===== config.mk =====
export PLATFORM = sky130hd
export DESIGN_NAME = div_host_uart_flat
export DESIGN_NICKNAME = d
export VERILOG_FILES = /design/src/rtl/div_host_uart_if.sv /design/src/rtl/div_host_uart.sv /design/src/flat_wrapper.sv
export SDC_FILE = /design/constraint.sdc
export NUM_CORES = 1
export LEC_CHECK = 0
export CORE_UTILIZATION = 57
export DETAILED_ROUTE_END_ITERATION = 10
export PLACE_DENSITY = 0.95
export SYNTH_ARGS = -nofsm -noshare
export SYNTH_HDL_FRONTEND = slang
export SYNTH_SLANG_ARGS = --single-unit

===== constraint.sdc =====
create_clock -name clk -period 3.8 [get_ports clk]
set_clock_uncertainty 0.1 [all_clocks]
set_input_delay 0.95 -clock clk [delete_from_list [all_inputs] [get_ports clk]]
set_output_delay 0.95 -clock clk [all_outputs]
set_load 0.005 [all_outputs]

===== src/rtl/div_host_uart_if.sv =====
// div_host_uart_if -- byte-stream link between the division host and the
// UART byte transmitter/receiver.
//   tx_data/tx_valid/tx_ready : host -> transmitter, valid/ready handshake
//   rx_data/rx_valid          : receiver -> host, one-cycle strobe
// master: the host side (div_host_uart); slave: the UART side.
interface div_host_uart_if;
   logic [7:0] tx_data;
   logic       tx_valid;
   logic       tx_ready;
   logic [7:0] rx_data;
   logic       rx_valid;

   modport master (
      output tx_data,
      output tx_valid,
      input  tx_ready,
      input  rx_data,
      input  rx_valid
   );

   modport slave (
      input  tx_data,
      input  tx_valid,
      output tx_ready,
      output rx_data,
      output rx_valid
   );
endinterface


===== src/rtl/div_host_uart.sv =====
// div_host_uart -- sends a 16-bit dividend/divisor pair to a remote divider
// over a UART byte link and collects the 16-bit quotient/remainder reply.
//   clk, rst             : clock, synchronous active-high reset
//   start                : one-cycle request (ignored while busy)
//   dividend, divisor    : operands, latched on an accepted start
//   uart                 : byte link (tx_data/tx_valid/tx_ready, rx_data/rx_valid)
//   busy                 : transaction in progress (SEND, RECV, FIN)
//   done                 : one-cycle pulse at the end of a transaction
//   quotient, remainder  : last successfully received result
//   timeout_err          : 1 if the last transaction timed out
module div_host_uart #(
   parameter int unsigned TIMEOUT_MAX = 50000000
) (
   input  logic            clk,
   input  logic            rst,
   input  logic            start,
   input  logic [15:0]     dividend,
   input  logic [15:0]     divisor,
   div_host_uart_if.master uart,
   output logic            busy,
   output logic            done,
   output logic [15:0]     quotient,
   output logic [15:0]     remainder,
   output logic            timeout_err
);

   localparam logic [1:0] IDLE = 2'd0;
   localparam logic [1:0] SEND = 2'd1;
   localparam logic [1:0] RECV = 2'd2;
   localparam logic [1:0] FIN  = 2'd3;

   localparam int unsigned CW = (TIMEOUT_MAX < 2) ? 1 : $clog2(TIMEOUT_MAX + 1);
   // The timeout fires on the cycle whose increment would bring the counter
   // to TIMEOUT_MAX-1, so comparing against TIMEOUT_MAX-2 gives done exactly
   // TIMEOUT_MAX cycles after the last reply byte.
   localparam int unsigned TO_LAST = (TIMEOUT_MAX < 2) ? 0 : TIMEOUT_MAX - 2;

   logic [1:0]    state;
   logic [1:0]    idx;
   logic [15:0]   a_q;
   logic [15:0]   b_q;
   logic [7:0]    sh0;
   logic [7:0]    sh1;
   logic [7:0]    sh2;
   logic [CW-1:0] to_cnt;
   logic [7:0]    tx_byte;

   always_comb begin
      tx_byte = '0;
      if (state == SEND) begin
         case (idx)
            2'd0:    tx_byte = a_q[7:0];
            2'd1:    tx_byte = a_q[15:8];
            2'd2:    tx_byte = b_q[7:0];
            default: tx_byte = b_q[15:8];
         endcase
      end
   end

   assign uart.tx_data  = tx_byte;
   assign uart.tx_valid = (state == SEND);
   assign busy          = (state != IDLE);
   assign done          = (state == FIN);

   always_ff @(posedge clk) begin
      if (rst) begin
         state       <= IDLE;
         idx         <= '0;
         a_q         <= '0;
         b_q         <= '0;
         sh0         <= '0;
         sh1         <= '0;
         sh2         <= '0;
         to_cnt      <= '0;
         quotient    <= '0;
         remainder   <= '0;
         timeout_err <= 1'b0;
      end else begin
         case (state)
            IDLE: begin
               if (start) begin
                  a_q   <= dividend;
                  b_q   <= divisor;
                  idx   <= '0;
                  state <= SEND;
               end
            end
            SEND: begin
               if (uart.tx_ready) begin
                  if (idx == 2'd3) begin
                     idx    <= '0;
                     to_cnt <= '0;
                     state  <= RECV;
                  end else begin
                     idx <= idx + 2'd1;
                  end
               end
            end
            RECV: begin
               // A reply byte wins over a coincident timeout.
               if (uart.rx_valid) begin
                  to_cnt <= '0;
                  idx    <= idx + 2'd1;
                  case (idx)
                     2'd0: sh0 <= uart.rx_data;
                     2'd1: sh1 <= uart.rx_data;
                     2'd2: sh2 <= uart.rx_data;
                     default: begin
                        quotient    <= {sh1, sh0};
                        remainder   <= {uart.rx_data, sh2};
                        timeout_err <= 1'b0;
                        state       <= FIN;
                     end
                  endcase
               end else if (to_cnt >= CW'(TO_LAST)) begin
                  timeout_err <= 1'b1;
                  state       <= FIN;
               end else begin
                  to_cnt <= to_cnt + 1'b1;
               end
            end
            default: begin
               state <= IDLE;
            end
         endcase
      end
   end

endmodule


===== src/flat_wrapper.sv =====
// flat-port wrapper written by rule: the top's interface ports become plain ports
module div_host_uart_flat 
#(
   parameter int unsigned TIMEOUT_MAX = 50000000
)
  (clk, rst, start, dividend, divisor, busy, done, quotient, remainder, timeout_err, uart_tx_data, uart_tx_valid, uart_tx_ready, uart_rx_data, uart_rx_valid);
  div_host_uart_if uart_i ();
  input  logic clk;
  input  logic rst;
  input  logic start;
  input  logic [15:0] dividend;
  input  logic [15:0] divisor;
  output logic busy;
  output logic done;
  output logic [15:0] quotient;
  output logic [15:0] remainder;
  output logic timeout_err;
  output wire logic [$bits(uart_i.tx_data)-1:0] uart_tx_data;
  output wire logic [$bits(uart_i.tx_valid)-1:0] uart_tx_valid;
  input wire logic [$bits(uart_i.tx_ready)-1:0] uart_tx_ready;
  input wire logic [$bits(uart_i.rx_data)-1:0] uart_rx_data;
  input wire logic [$bits(uart_i.rx_valid)-1:0] uart_rx_valid;
  assign uart_tx_data = uart_i.tx_data;
  assign uart_tx_valid = uart_i.tx_valid;
  assign uart_i.tx_ready = uart_tx_ready;
  assign uart_i.rx_data = uart_rx_data;
  assign uart_i.rx_valid = uart_rx_valid;
  div_host_uart #(.TIMEOUT_MAX(TIMEOUT_MAX)) u_core (.clk(clk), .rst(rst), .start(start), .dividend(dividend), .divisor(divisor), .uart(uart_i), .busy(busy), .done(done), .quotient(quotient), .remainder(remainder), .timeout_err(timeout_err));
endmodule

==> results of run 1 <==
## synthesized netlist by cell type, drive strengths merged (8+ instances only)
master,count
ha,11
dfxtp,119
a222oi,8
nand3,24
a21oi,74
inv,10
o211ai,13
clkbuf,35
o21ai,11
nand4,10
nand2,168
nor2,40
o211a,10
a31oi,11
mux2i,27
## registers in the layout (all words and copies together), names as in the netlist
register and count:
u_core.to_cnt 26, u_core.a_q 16, u_core.b_q 16, u_core.quotient 16, u_core.remainder 16, u_core.sh0 8, u_core.sh1 8, u_core.sh2 8
u_core.idx 2, u_core.state 2, u_core.timeout_err 1
## area by class of cell
cell class / count / area, sq um / share of cell area, %
clock buffer: 19 / 431.7 / 6.403
multi-input combinational: 474 / 2693 / 39.94
inverter: 11 / 41.29 / 0.6125
clock inverter: 12 / 105.1 / 1.559
timing repair buffer: 98 / 953.4 / 14.14
sequential: 119 / 2382 / 35.34
tap: 108 / 135.1 / 2.004
## critical path, stage by stage, from the launching register on
cell and delay (ns):
dfxtp_1 0.41, inv_1 0.09, ha_1 0.33, a222oi_1 0.53, nand2_1 0.11, o211a_1 0.14, clkdlybuf4s50_1 0.47
## layout by cell type (no fill, tap or decap), drive strengths merged, types with 11 or more instances in the layout
cell type / count
clkdlybuf4s50: 87
mux2i: 27
a31oi: 11
o211ai: 13
ha: 11
a21oi: 74
nor2: 40
dfxtp: 119
buf: 11
nand3: 24
o21ai: 11
inv: 11
nand2: 168
clkbuf: 19
## power by group through the flow
stage / Clock (mW) / Sequential, mW / Combinational [mW]
after floorplan: 0 / 1.38 / 0.421
after global placement: 0 / 1.40 / 0.602
after detailed placement: 0 / 1.40 / 0.630
after CTS: 1.46 / 1.38 / 0.645
after global routing: 1.53 / 1.39 / 0.712
final: 1.46 / 1.38 / 0.659
## layer usage
layer	up-vias	GRT usage (%)	routed length, um
li1	2434	-	-
met4	0	20.67	655
met2	331	56.93	7836
met3	80	7.373	1246
met5	-	0	0
met1	2468	38.13	5782
## worst max path at each step
stage,to,slack (ns),cells after the start
2_1_floorplan,u_core.idx[1],1.37,5
6_report,uart_tx_data[1],0.13,6
3_3_place_gp,u_core.idx[1],0.71,6
5_1_grt,uart_tx_data[1],0.08,6
3_5_place_dp,u_core.idx[1],0.48,6
4_1_cts,uart_tx_data[5],0.21,6
## per-stage QoR
step | power (mW) | hold WS [ns] | std cells | cell area, sq um | utilization [%]
2_1_floorplan | 1.806 | 0.3315 | 646 | 5284 | -
3_3_place_gp | 2.001 | 0.3372 | 810 | 6205 | 70.12
3_5_place_dp | 2.034 | 0.3457 | 810 | 6205 | 70.12
4_1_cts | 3.483 | 0.3543 | 841 | 6741 | 76.19
5_1_grt | 3.628 | 0.3788 | 841 | 6741 | 76.19
6_report | 3.502 | 0.3517 | 841 | 6741 | 76.19
## cells by family (layout without fill, tap and decap cells)
family / count (synthesis) / after routing / share of synthesized area [%]
compound gates: 153 / 153 / 19.16
fa+ha+maj: 11 / 11 / 2.605
buf+inv: 53 / 140 / 3.955
flops: 119 / 119 / 45.09
mux: 27 / 27 / 5.115
simple gates: 283 / 283 / 24.08
==> out/results.tsv, run 1 <==
metric	value	unit
status	complete, no violations	
slew_viol_final	0	
synth_cell_type_count	52	
clockRootBuffer	clkbuf_8	
dr.pass1.iters	8	
cts_setup_buffers	0	
drt_iter0_markers	541	
io_pins	89	
drc	0	
overflow	0	
hpwl	9770	um
wirelength	15520	um
peakVddDrop	0.0003298	V
setup_violations	0	
hold_viol	0	
power.leakage	2.587	nW
synth_nets	702	
min_to	u_core.remainder[8]	
synth_area_leader_cell	dfxtp_1	
post-route-min-period	3.670	ns
clkPwrFrac	41.7	%
hp-class	register to register	
portBuffers	88	
grt_pass1_vias	5268	
synth_edf_count	0	
core_area	0.008848	sq mm
r2r_slack	1.09	ns
endpoint_kind	output pin	
crit_start	u_core.idx[0]	
avgSynthCellArea	8.179	sq um
ys_ff_latch	119	
critical_path_arrival	2.62	ns
cts_tree	yes	
worstMarginPinSlew	0.9977	ns
grt.total_usage	33.39	%
h-tree-depth	4	
n_fill_cell	576	
vias	5313	
relSlewSlack	33.33	%
fmax	272.5	MHz
path_max_fanout	9	
grt_max_degree	61	
p_int	2.452	mW
die_area	0.009659	sq mm
timing.rr.start	u_core.state[0]	
clockBufferDepth	2	
critPathKind	register to output pin	
drive_gt1_share	7.231	%
dieHeight	98.28	um
reg2reg_to	u_core.idx[1]	
netSwitchingFraction	29.98	%
path_clk_slew	0.06	ns
seq_area_frac_synth	45.09	%
tns	0	ns
power.density	519.5	mW/mm^2
syn2layout_area_growth	27.59	%
grt_first_pass_wirelength	25450	um
p_sw	1.050	mW
fin_ws	0.1300	ns
wire_per_inst	18.45	um
whs_path_depth	2	
synth_top_area_share	45.09	%
rr_worst_depth	7	
clock-sinks	119	
netlist_instances	646	
cp.required	2.75	ns
rows	34	
cp-start-kind	register	
ctsHoldBuffers	0	
yosys_warnings	0	
antenna_found_initial	0	
seq_power_share	39.5	%
synth_ff_type	dfxtp_1	
antenna_cells	0	
syn_area	0.005284	sq mm
cap_violations	0	
numCtsBuffers	17	
start_util	59.71	%
finalCritPeriodShare	96.58	%
clkLatencyLatePin	0.52	ns
combPwrFrac	18.8	%
rsz0062_at_grt	false	
nets	777	
detailedPlace.worstSlack	0.4839	ns
fp.dieW	98.28	um
hp-start	u_core.remainder[8]	
gp_congestion	0.9534	
synthTopCellsByArea	dfxtp_1 (45%), nand2_1 (12%), a21oi_1 (6.9%)	
ctsResizeCount	0	
viasPerCell	6.317	
synthArstFlopShare	0	%
antenna_left	0	
(Power assumes the default switching activity.)
==> run 2, diff against run 1 <==
--- a/config.mk
+++ b/config.mk
@@ -8,6 +8,7 @@
 export CORE_UTILIZATION = 57
 export DETAILED_ROUTE_END_ITERATION = 10
 export PLACE_DENSITY = 0.95
+export SLEW_MARGIN = 20
 export SYNTH_ARGS = -nofsm -noshare
 export SYNTH_HDL_FRONTEND = slang
 export SYNTH_SLANG_ARGS = --single-unit
==> results of run 2 <==
Final layout, timing and power as in run 1 (identical DEF).
==> run 3, diff against run 2 <==
--- a/config.mk
+++ b/config.mk
@@ -12,3 +12,4 @@
 export SYNTH_ARGS = -nofsm -noshare
 export SYNTH_HDL_FRONTEND = slang
 export SYNTH_SLANG_ARGS = --single-unit
+export TNS_END_PERCENT = 50
==> results of run 3 <==
Final layout, timing and power as in run 1 (identical DEF).
